===== config.mk =====
export PLATFORM = sky130hd
export DESIGN_NAME = nubus_slot_bridge
export DESIGN_NICKNAME = d
export VERILOG_FILES = /design/src/rtl/nubus_pkg.sv /design/src/rtl/nubus_slot_bridge.sv
export SDC_FILE = /design/constraint.sdc
export NUM_CORES = 1
export LEC_CHECK = 0
export ABC_AREA = 1
export CORE_ASPECT_RATIO = 1.2
export CORE_MARGIN = 2
export CORE_UTILIZATION = 37
export CTS_CLUSTER_DIAMETER = 40
export DETAILED_ROUTE_END_ITERATION = 7
export GPL_TIMING_DRIVEN = 0
export PLACE_DENSITY_LB_ADDON = 0.1
export SYNTH_ARGS = -nofsm -noshare
export SYNTH_HDL_FRONTEND = slang
export SYNTH_SLANG_ARGS = --single-unit

===== constraint.sdc =====
create_clock -name clk -period 1.15 [get_ports clk]
set_input_delay 0.23 -clock clk [delete_from_list [all_inputs] [get_ports clk]]
set_output_delay 0.23 -clock clk [all_outputs]
set_load 0.005 [all_outputs]

===== src/rtl/nubus_pkg.sv =====
// Shared types and constants for the NuBus slot bridge.
package nubus_pkg;

    typedef enum logic [1:0] {
        ST_IDLE = 2'd0,
        ST_REQ  = 2'd1,
        ST_DONE = 2'd2,
        ST_ERR  = 2'd3
    } state_e;

    localparam logic [3:0] SLOT_SPACE      = 4'hF;
    localparam logic [3:0] DEFAULT_SLOT    = 4'h9;
    localparam int unsigned DEFAULT_TIMEOUT = 255;

    // True when the address falls in the standard slot space of the given slot.
    function automatic logic addr_hit(input logic [31:0] addr, input logic [3:0] slot);
        return (addr[31:28] == SLOT_SPACE) && (addr[27:24] == slot);
    endfunction

endpackage


===== src/rtl/nubus_slot_bridge.sv =====
// CPU-to-NuBus-card slot bridge: decodes slot space, handshakes with the card.
// Optional bus-error timeout is enabled by defining NUBUS_BRIDGE_TIMEOUT_EN.
module nubus_slot_bridge
    import nubus_pkg::*;
#(
    parameter logic [3:0]  SLOT           = DEFAULT_SLOT,
    parameter int unsigned TIMEOUT_CYCLES = DEFAULT_TIMEOUT
) (
    input  logic        clk,
    input  logic        reset,
    input  logic [31:0] cpu_addr,
    input  logic [15:0] cpu_din,
    output logic [15:0] cpu_dout,
    input  logic        cpu_uds_n,
    input  logic        cpu_lds_n,
    input  logic        cpu_rw_n,
    input  logic        cpu_as_n,
    output logic        cpu_dtack_n,
    output logic        cpu_berr_n,
    output logic        cpu_irq,
    output logic [31:0] card_addr,
    output logic [15:0] card_din,
    input  logic [15:0] card_dout,
    output logic [1:0]  card_uds_lds,
    output logic        card_rw_n,
    output logic        card_select,
    input  logic        card_ack_n,
    input  logic        card_nmrq_n
);

    // The counter is 8 bits wide, so the limit must fit in 1..255.
    if (TIMEOUT_CYCLES < 1 || TIMEOUT_CYCLES > 255) begin : g_bad_timeout
        $error("nubus_slot_bridge: TIMEOUT_CYCLES must be within 1..255");
    end

    state_e      state_q, state_d;
    logic [15:0] dout_q, dout_d;
    logic [31:0] addr_q, addr_d;
    logic [15:0] din_q, din_d;
    logic [1:0]  lanes_q, lanes_d;
    logic        rw_n_q, rw_n_d;
    logic        sel_q, sel_d;
    logic        dtack_n_q, dtack_n_d;
    logic        irq_q;
    logic        start_s;

`ifdef NUBUS_BRIDGE_TIMEOUT_EN
    localparam logic [7:0] TIMEOUT_LAST = 8'(TIMEOUT_CYCLES - 1);
    logic [7:0] cnt_q, cnt_d;
    logic       berr_n_q, berr_n_d;
`endif

    assign start_s = !cpu_as_n && addr_hit(cpu_addr, SLOT)
                     && (!cpu_uds_n || !cpu_lds_n) && card_ack_n;

    // Next-state and output-register update logic for the access handshake.
    always_comb begin
        state_d   = state_q;
        dout_d    = dout_q;
        addr_d    = addr_q;
        din_d     = din_q;
        lanes_d   = lanes_q;
        rw_n_d    = rw_n_q;
        sel_d     = sel_q;
        dtack_n_d = dtack_n_q;
`ifdef NUBUS_BRIDGE_TIMEOUT_EN
        cnt_d     = cnt_q;
        berr_n_d  = berr_n_q;
`endif
        case (state_q)
            ST_IDLE: begin
                if (start_s) begin
                    state_d = ST_REQ;
                    addr_d  = cpu_addr;
                    din_d   = cpu_din;
                    lanes_d = {~cpu_uds_n, ~cpu_lds_n};
                    rw_n_d  = cpu_rw_n;
                    sel_d   = 1'b1;
`ifdef NUBUS_BRIDGE_TIMEOUT_EN
                    cnt_d   = 8'd0;
`endif
                end else begin
                    state_d = ST_IDLE;
                end
            end
            ST_REQ: begin
                // Abort wins over a simultaneous card ack.
                if (cpu_as_n) begin
                    state_d = ST_IDLE;
                    sel_d   = 1'b0;
                end else if (!card_ack_n) begin
                    if (rw_n_q) begin
                        dout_d = card_dout;
                    end else begin
                        dout_d = dout_q;
                    end
                    sel_d     = 1'b0;
                    dtack_n_d = 1'b0;
                    state_d   = ST_DONE;
`ifdef NUBUS_BRIDGE_TIMEOUT_EN
                end else if (cnt_q == TIMEOUT_LAST) begin
                    sel_d    = 1'b0;
                    berr_n_d = 1'b0;
                    state_d  = ST_ERR;
                end else begin
                    cnt_d = cnt_q + 8'd1;
                end
`else
                end else begin
                    state_d = ST_REQ;
                end
`endif
            end
            ST_DONE, ST_ERR: begin
                if (cpu_as_n) begin
                    dtack_n_d = 1'b1;
`ifdef NUBUS_BRIDGE_TIMEOUT_EN
                    berr_n_d  = 1'b1;
`endif
                    state_d   = ST_IDLE;
                end else begin
                    state_d = state_q;
                end
            end
            default: begin
                state_d   = ST_IDLE;
                sel_d     = 1'b0;
                dtack_n_d = 1'b1;
`ifdef NUBUS_BRIDGE_TIMEOUT_EN
                berr_n_d  = 1'b1;
`endif
            end
        endcase
    end

    // State and output registers with synchronous reset.
    always_ff @(posedge clk) begin
        if (reset) begin
            state_q   <= ST_IDLE;
            dout_q    <= 16'h0000;
            addr_q    <= 32'h0000_0000;
            din_q     <= 16'h0000;
            lanes_q   <= 2'b00;
            rw_n_q    <= 1'b1;
            sel_q     <= 1'b0;
            dtack_n_q <= 1'b1;
            irq_q     <= 1'b0;
`ifdef NUBUS_BRIDGE_TIMEOUT_EN
            cnt_q     <= 8'd0;
            berr_n_q  <= 1'b1;
`endif
        end else begin
            state_q   <= state_d;
            dout_q    <= dout_d;
            addr_q    <= addr_d;
            din_q     <= din_d;
            lanes_q   <= lanes_d;
            rw_n_q    <= rw_n_d;
            sel_q     <= sel_d;
            dtack_n_q <= dtack_n_d;
            irq_q     <= ~card_nmrq_n;
`ifdef NUBUS_BRIDGE_TIMEOUT_EN
            cnt_q     <= cnt_d;
            berr_n_q  <= berr_n_d;
`endif
        end
    end

    assign cpu_dout     = dout_q;
    assign cpu_dtack_n  = dtack_n_q;
    assign cpu_irq      = irq_q;
    assign card_addr    = addr_q;
    assign card_din     = din_q;
    assign card_uds_lds = lanes_q;
    assign card_rw_n    = rw_n_q;
    assign card_select  = sel_q;
`ifdef NUBUS_BRIDGE_TIMEOUT_EN
    assign cpu_berr_n   = berr_n_q;
`else
    assign cpu_berr_n   = 1'b1;
`endif

endmodule


==> results of run 1 <==
[cell usage in the layout (no fill, tap or decap), types with 11 or more instances in the layout]
cell,netlist,final
nor2_2,12,34
o21ai_2,0,11
dfxtp_1,72,16
nand2_1,56,47
nand3_2,1,33
nor2_1,131,101
dfxtp_2,0,55
buf_6,5,26
clkbuf_2,0,28
inv_1,52,51
buf_4,5,21
clkdlybuf4s50_1,0,63
clkdlybuf4s15_1,0,32
nand3_1,46,14
[registers in the layout (all words and copies together) (netlist names)]
| name | count |
|---|---|
| card_addr | 32 |
| card_din | 16 |
| cpu_dout | 16 |
| card_uds_lds | 2 |
| state_q | 2 |
| card_rw_n | 1 |
| card_select | 1 |
| cpu_dtack_n | 1 |
| cpu_irq | 1 |
[report_power, final]
part / switching, W / total, W / leakage [nW] / internal (W)
Sequential: 0.00000136 / 0.00249 / 0.608 / 0.00249
Clock: 0.000950 / 0.00245 / 0.124 / 0.00150
Combinational: 0.000211 / 0.000492 / 1.85 / 0.000282
Total: 0.00116 / 0.00544 / 2.58 / 0.00427
[layer usage]
| metal | vias to the layer above | part of all wire | track usage | wire length, um |
|---|---|---|---|---|
| met1 | 1473 | 0.42 | 0.229 | 3940 |
| met3 | 18 | 0.051 | 0.0480 | 478 |
| li1 | 1668 | - | - | - |
| met2 | 94 | 0.51 | 0.364 | 4750 |
| met4 | 0 | 0.025 | 0.106 | 235 |
| met5 | - | 0 | 0 | 0 |
[per-stage QoR]
| step | std cells | area [um^2] |
|---|---|---|
| 2_1_floorplan | 425 | 3030 |
| 3_3_place_gp | 660 | 4550 |
| 3_5_place_dp | 660 | 4550 |
| 4_1_cts | 714 | 5630 |
| 5_1_grt | 718 | 5570 |
| 6_report | 718 | 5570 |
[worst paths after layout]
kind | slack [ns] | depth (start not counted) | startpoint | to
setup reg to reg | -0.19 | 9 | state_q[0] | card_din[4]
setup / recovery | -0.21 | 10 | cpu_addr[30] | card_din[4]
hold reg to reg | 0.46 | 2 | card_din[5] | card_din[5]
hold / removal | 0.17 | 2 | reset | card_addr[28]
[logic make-up (layout without fill, tap and decap cells)]
group | count (synthesis) | after routing | share of synthesized area
buf+inv | 80 | 278 | 0.132
flops | 72 | 72 | 0.477
compound gates | 22 | 22 | 0.0373
simple gates | 250 | 250 | 0.353
other cells | 1 | 1 | 0.00124
[area by class of cell]
class	count	area share
clock buffers	11	0.0254
inverters	57	0.0393
well taps	95	0.0213
plain buffers	21	0.0339
repair buffers	184	0.311
multi-input cells	273	0.278
clock inverters	5	0.0186
flip-flops and latches	72	0.272
[timing repair]
item,CTS,global route
gates cloned,12,0
pin swaps,50,29
endpoints found under the setup margin,139,107
hold buffers,0,0
setup buffers,26,10
resized for setup,305,79
==> flow_summary_export.csv, run 1 <==
group,metric,value,unit
status,status,"finished with violations",
status,violations,"negative setup slack",
timing,setup_ws,-0.206,ns
timing,drv_slew,0,
timing,worstMarginPinSlew,0.592,ns
timing,final.setup.tns,-9.65,ns
clocking,htreeDepth,3,
yosys,seq_area_frac_synth,0.477,
timing,rsz0062_at_grt,"yes",
critical_path,critPathMaxStageDelay,0.49,ns
die,initial_core_util,0.377,
yosys,yosys.area.top_type,"dfxtp_1",
timing,slew_headroom,0.606,
final_layout,regArea,1510,um^2
yosys,ys_warn_count,0,
timing,max_freq,737,MHz
die,num_rows,36,
flow_run,cap_violations,0,
timing,finalHoldViolations,0,
die,die_h,103,um
final_layout,postLayoutCoreUtil,0.695,
placed_design,place_congestion,0.747,
yosys,avgSynthCellArea,7.11,um^2
timing,setup_viol,66,
clocking,clockRootBuffer,"clkbuf_8",
power,p_leak,2.58,nW
grt,grt_pass1_vias,3156,
detailed_routing,drtIter0Drc,81,
clocking,clk_latency,0.34,ns
final_layout,layout-drive-gt1-share,0.440,
critical_path,worst-setup-path-type,"in -> reg",
yosys,synth_top_area_frac,0.477,
final_layout,fill_cells,677,
detailed_routing,vias,3253,
detailed_routing,wl_per_cell,13.1,um
placed_design,io_buffer_count,140,
final_layout,syn_to_final_growth,84.3,%
critical_path,path_buf_inv,4,
clocking,numCtsBuffers,9,
yosys,synthCells,425,
final_layout,num_antenna_cells,0,
yosys,ys_top_cells_by_count,"nor2_1, dfxtp_1, nand2_1",
die,fp.dieW,86.5,um
yosys,synth_edf_count,0,
clocking,cts_buffer_depth,2,
timing,final.min_clock_period,1.36,ns
min_path,hold_path.class,"in -> reg",
grt,grt_usage,0.206,
clocking,cts_tree,"built",
timing,whs,0.166,ns
critical_path,slowest_stage,"clkdlybuf4s50_1",
yosys,synth_flop_cell,"dfxtp_1",
detailed_routing,detail_route.first_pass.iterations,4,
placed_design,post-dp-hpwl,5800,um
detailed_routing,antenna_left,0,
yosys,ys_types,24,
yosys,synth_most_common_cell,"nor2_1",
critical_path,crit_chain,"clkdlybuf4s50_1 -> nand2_2 -> inv_1 -> nand2_4 -> nor2_4 -> buf_6 -> buf_6 -> nand3_1 -> nand2_1 -> nor2_1",
grt,grt_max_degree,13,
critical_path,worstPathRequired,1.39,ns
power,power_per_cell_area,976,nW/um^2
final_layout,multi_input_area,1550,um^2
grt,grt_pass1_wl,14200,um
power,ir_drop,1050,uV
placed_design,dp_slack,-0.694,ns
final_layout,finalNetCount,690,
yosys,synthTopCellsByArea,"dfxtp_1, nor2_1, nand3_1",
die,dieArea,8910,um^2
timing,timing.final.crit_share,1.18,
grt,antenna_found_initial,0,
timing,skew,0.00642,ns
yosys,ys_ff_latch,72,
grt,grt.overflow.total,0,
clocking,cts_sinks,72,
die,io-pin-count,143,
critical_path,cpMostUsedCell,"buf_6",
clocking,clk_pin_slew_worst_paths,0.08,ns
power,power.total,0.00544,W
yosys,syn-num-nets,497,
critical_path,crit_family,"buffers and inverters",
yosys,syn-cell-area,3020,um^2
yosys,async_reset_ff_frac,0,
critical_path,arrival,1.60,ns
critical_path,cp-end-kind,"flop",
detailed_routing,drt_wl_total,9410,um
critical_path,critPathMaxFanout,5,
die,coreArea,8020,um^2
critical_path,start_kind,"primary input",
detailed_routing,drc,0,
detailed_routing,via_per_inst,4.53,
(Power assumes the default switching activity.)
==> inputs of run 2 (changes only) <==
--- a/config.mk
+++ b/config.mk
@@ -12,6 +12,7 @@
 export CTS_CLUSTER_DIAMETER = 40
 export DETAILED_ROUTE_END_ITERATION = 7
 export GPL_TIMING_DRIVEN = 0
+export MAX_ROUTING_LAYER = met4
 export PLACE_DENSITY_LB_ADDON = 0.1
 export SYNTH_ARGS = -nofsm -noshare
 export SYNTH_HDL_FRONTEND = slang
==> flow_summary_export.csv, run 2 (synthesized netlist as in run 1, its figures left out) <==
group,metric,value,unit
placed_design,dp_slack,-0.694,ns
status,status,"finished with violations",
final_layout,final_cell_mix,"nor2_1, clkdlybuf4s50_1, dfxtp_2",
min_path,hold_path.class,"in -> reg",
clocking,clockRootBuffer,"clkbuf_8",
grt,grt_pass1_wl,14300,um
clocking,cts_tree,"built",
power,p_leak,2.57,nW
grt,grt_pass1_vias,3153,
critical_path,critPathMaxFanout,5,
placed_design,io_buffer_count,140,
critical_path,arrival,1.61,ns
timing,whs,0.167,ns
power,clock_power_share,0.451,
timing,setup_viol,66,
timing,slew_headroom,0.583,
placed_design,place_congestion,0.756,
timing,rsz0062_at_grt,"yes",
detailed_routing,drtIter0Drc,94,
timing,setup_ws,-0.225,ns
power,ir_drop,1050,uV
timing,final.setup.tns,-10.74,ns
critical_path,cpMostUsedCell,"buf_6",
placed_design,placed_area,4550,um^2
die,initial_core_util,0.377,
detailed_routing,drt_wl_total,9380,um
final_layout,finalNetCount,689,
power,power.total,0.00544,W
critical_path,cp-end-kind,"flop",
detailed_routing,detail_route.first_pass.iterations,4,
final_layout,fill_cells,675,
clocking,cts_buffer_depth,2,
final_layout,syn_to_final_growth,85.5,%
clocking,clk_latency,0.34,ns
clocking,numCtsBuffers,9,
detailed_routing,wl_per_cell,13.1,um
timing,drv_slew,0,
timing,final.min_clock_period,1.37,ns
grt,grt_max_degree,13,
power,power_switching,0.00116,W
timing,worstMarginPinSlew,0.626,ns
power,switching_share,0.213,
die,num_rows,36,
power,internal-power,0.00427,W
final_layout,layout_commonest_cell,"nor2_1",
clocking,cts_sinks,72,
timing,max_freq,727,MHz
critical_path,reg2reg_slack,-0.19,ns
clocking,clk_pin_slew_worst_paths,0.08,ns
placed_design,post-dp-hpwl,5800,um
timing,skew,0.00599,ns
final_layout,final_area,5600,um^2
die,die_h,103,um
grt,antenna_found_initial,0,
die,coreArea,8020,um^2
critical_path,critPathMaxStageDelay,0.50,ns
critical_path,worstPathRequired,1.39,ns
final_layout,largest_register_ffs,32,
clocking,htreeDepth,3,
die,io-pin-count,143,
power,power_per_cell_area,970,nW/um^2
final_layout,num_antenna_cells,0,
status,violations,"negative setup slack",
critical_path,crit_chain,"clkdlybuf4s50_1 -> nand2_2 -> inv_1 -> nand2_4 -> nor2_4 -> buf_6 -> buf_6 -> nand3_1 -> nand2_1 -> nor2_1",
timing,timing.final.crit_share,1.20,
timing,finalHoldViolations,0,
detailed_routing,via_per_inst,4.56,
power,pwr-share-seq,0.458,
die,fp.dieW,86.5,um
critical_path,slowest_stage,"clkdlybuf4s50_1",
grt,grt_usage,0.212,
final_layout,layout-drive-gt1-share,0.431,
detailed_routing,drc,0,
detailed_routing,antenna_left,0,
detailed_routing,vias,3267,
critical_path,start_kind,"primary input",
die,dieArea,8910,um^2
critical_path,worst-setup-path-type,"in -> reg",
power,combPwrFrac,0.091,
grt,grt.overflow.total,0,
flow_run,cap_violations,0,
## run 2: repair_timing
item,4_1_cts,5_1_grt
endpoints found under the setup margin,139,100
pin swaps,50,30
cloned,12,0
setup buffers,26,9
resized for setup,305,74
hold buffers,0,0
## run 2: power by group through the flow
stage                     clock (W)  sequential, W  combinational [W]
after global placement            0        0.00255           0.000427
after floorplan                   0        0.00255           0.000143
after detailed placement          0        0.00255           0.000430
final                       0.00245        0.00249           0.000494
after global routing        0.00261        0.00249           0.000534
after CTS                   0.00250        0.00249           0.000476
## run 2: layout make-up
type	instances	area [um^2]	area share
buffer	21	189	0.0337
clock buffer	11	141	0.0252
clock inverter	5	104	0.0185
inverter	57	219	0.0391
multi-input combinational	273	1560	0.279
sequential	72	1510	0.270
tap	95	119	0.0212
timing repair buffer	183	1760	0.314
## run 2: worst max-delay path: cells and delay by family
kind	cells	cell delay (ns)
buf+inv	4	0.86
simple gates	6	0.52
## run 2: per-stage QoR
step                      std cells  utilization
final                           717        0.699
after floorplan                 425            -
after global placement          660        0.568
after detailed placement        660        0.568
after global routing            717        0.699
after CTS                       714        0.703
## run 2: layer usage
| layer | part of all wire | track usage | wire length (um) |
|---|---|---|---|
| met1 | 0.43 | 0.235 | 4020 |
| met2 | 0.50 | 0.365 | 4710 |
| met3 | 0.049 | 0.0424 | 463 |
| met4 | 0.021 | 0.102 | 193 |
| met5 | 0 | - | 0 |
## run 2: path summary, 6_finish.rpt
check | from | end | depth (start not counted)
worst max-delay path | cpu_addr[30] | card_din[4] | 10
worst min-delay path | reset | card_addr[28] | 2
worst max register to register | state_q[1] | card_din[4] | 9
worst min register to register | card_din[5] | card_din[5] | 2
==> inputs of run 3 (changes only) <==
--- a/config.mk
+++ b/config.mk
@@ -10,6 +10,7 @@
 export CORE_MARGIN = 2
 export CORE_UTILIZATION = 37
 export CTS_CLUSTER_DIAMETER = 40
+export CTS_CLUSTER_SIZE = 16
 export DETAILED_ROUTE_END_ITERATION = 7
 export GPL_TIMING_DRIVEN = 0
 export MAX_ROUTING_LAYER = met4
==> results of run 3 <==
The final DEF is identical to that of run 2; final timing and power are the same.
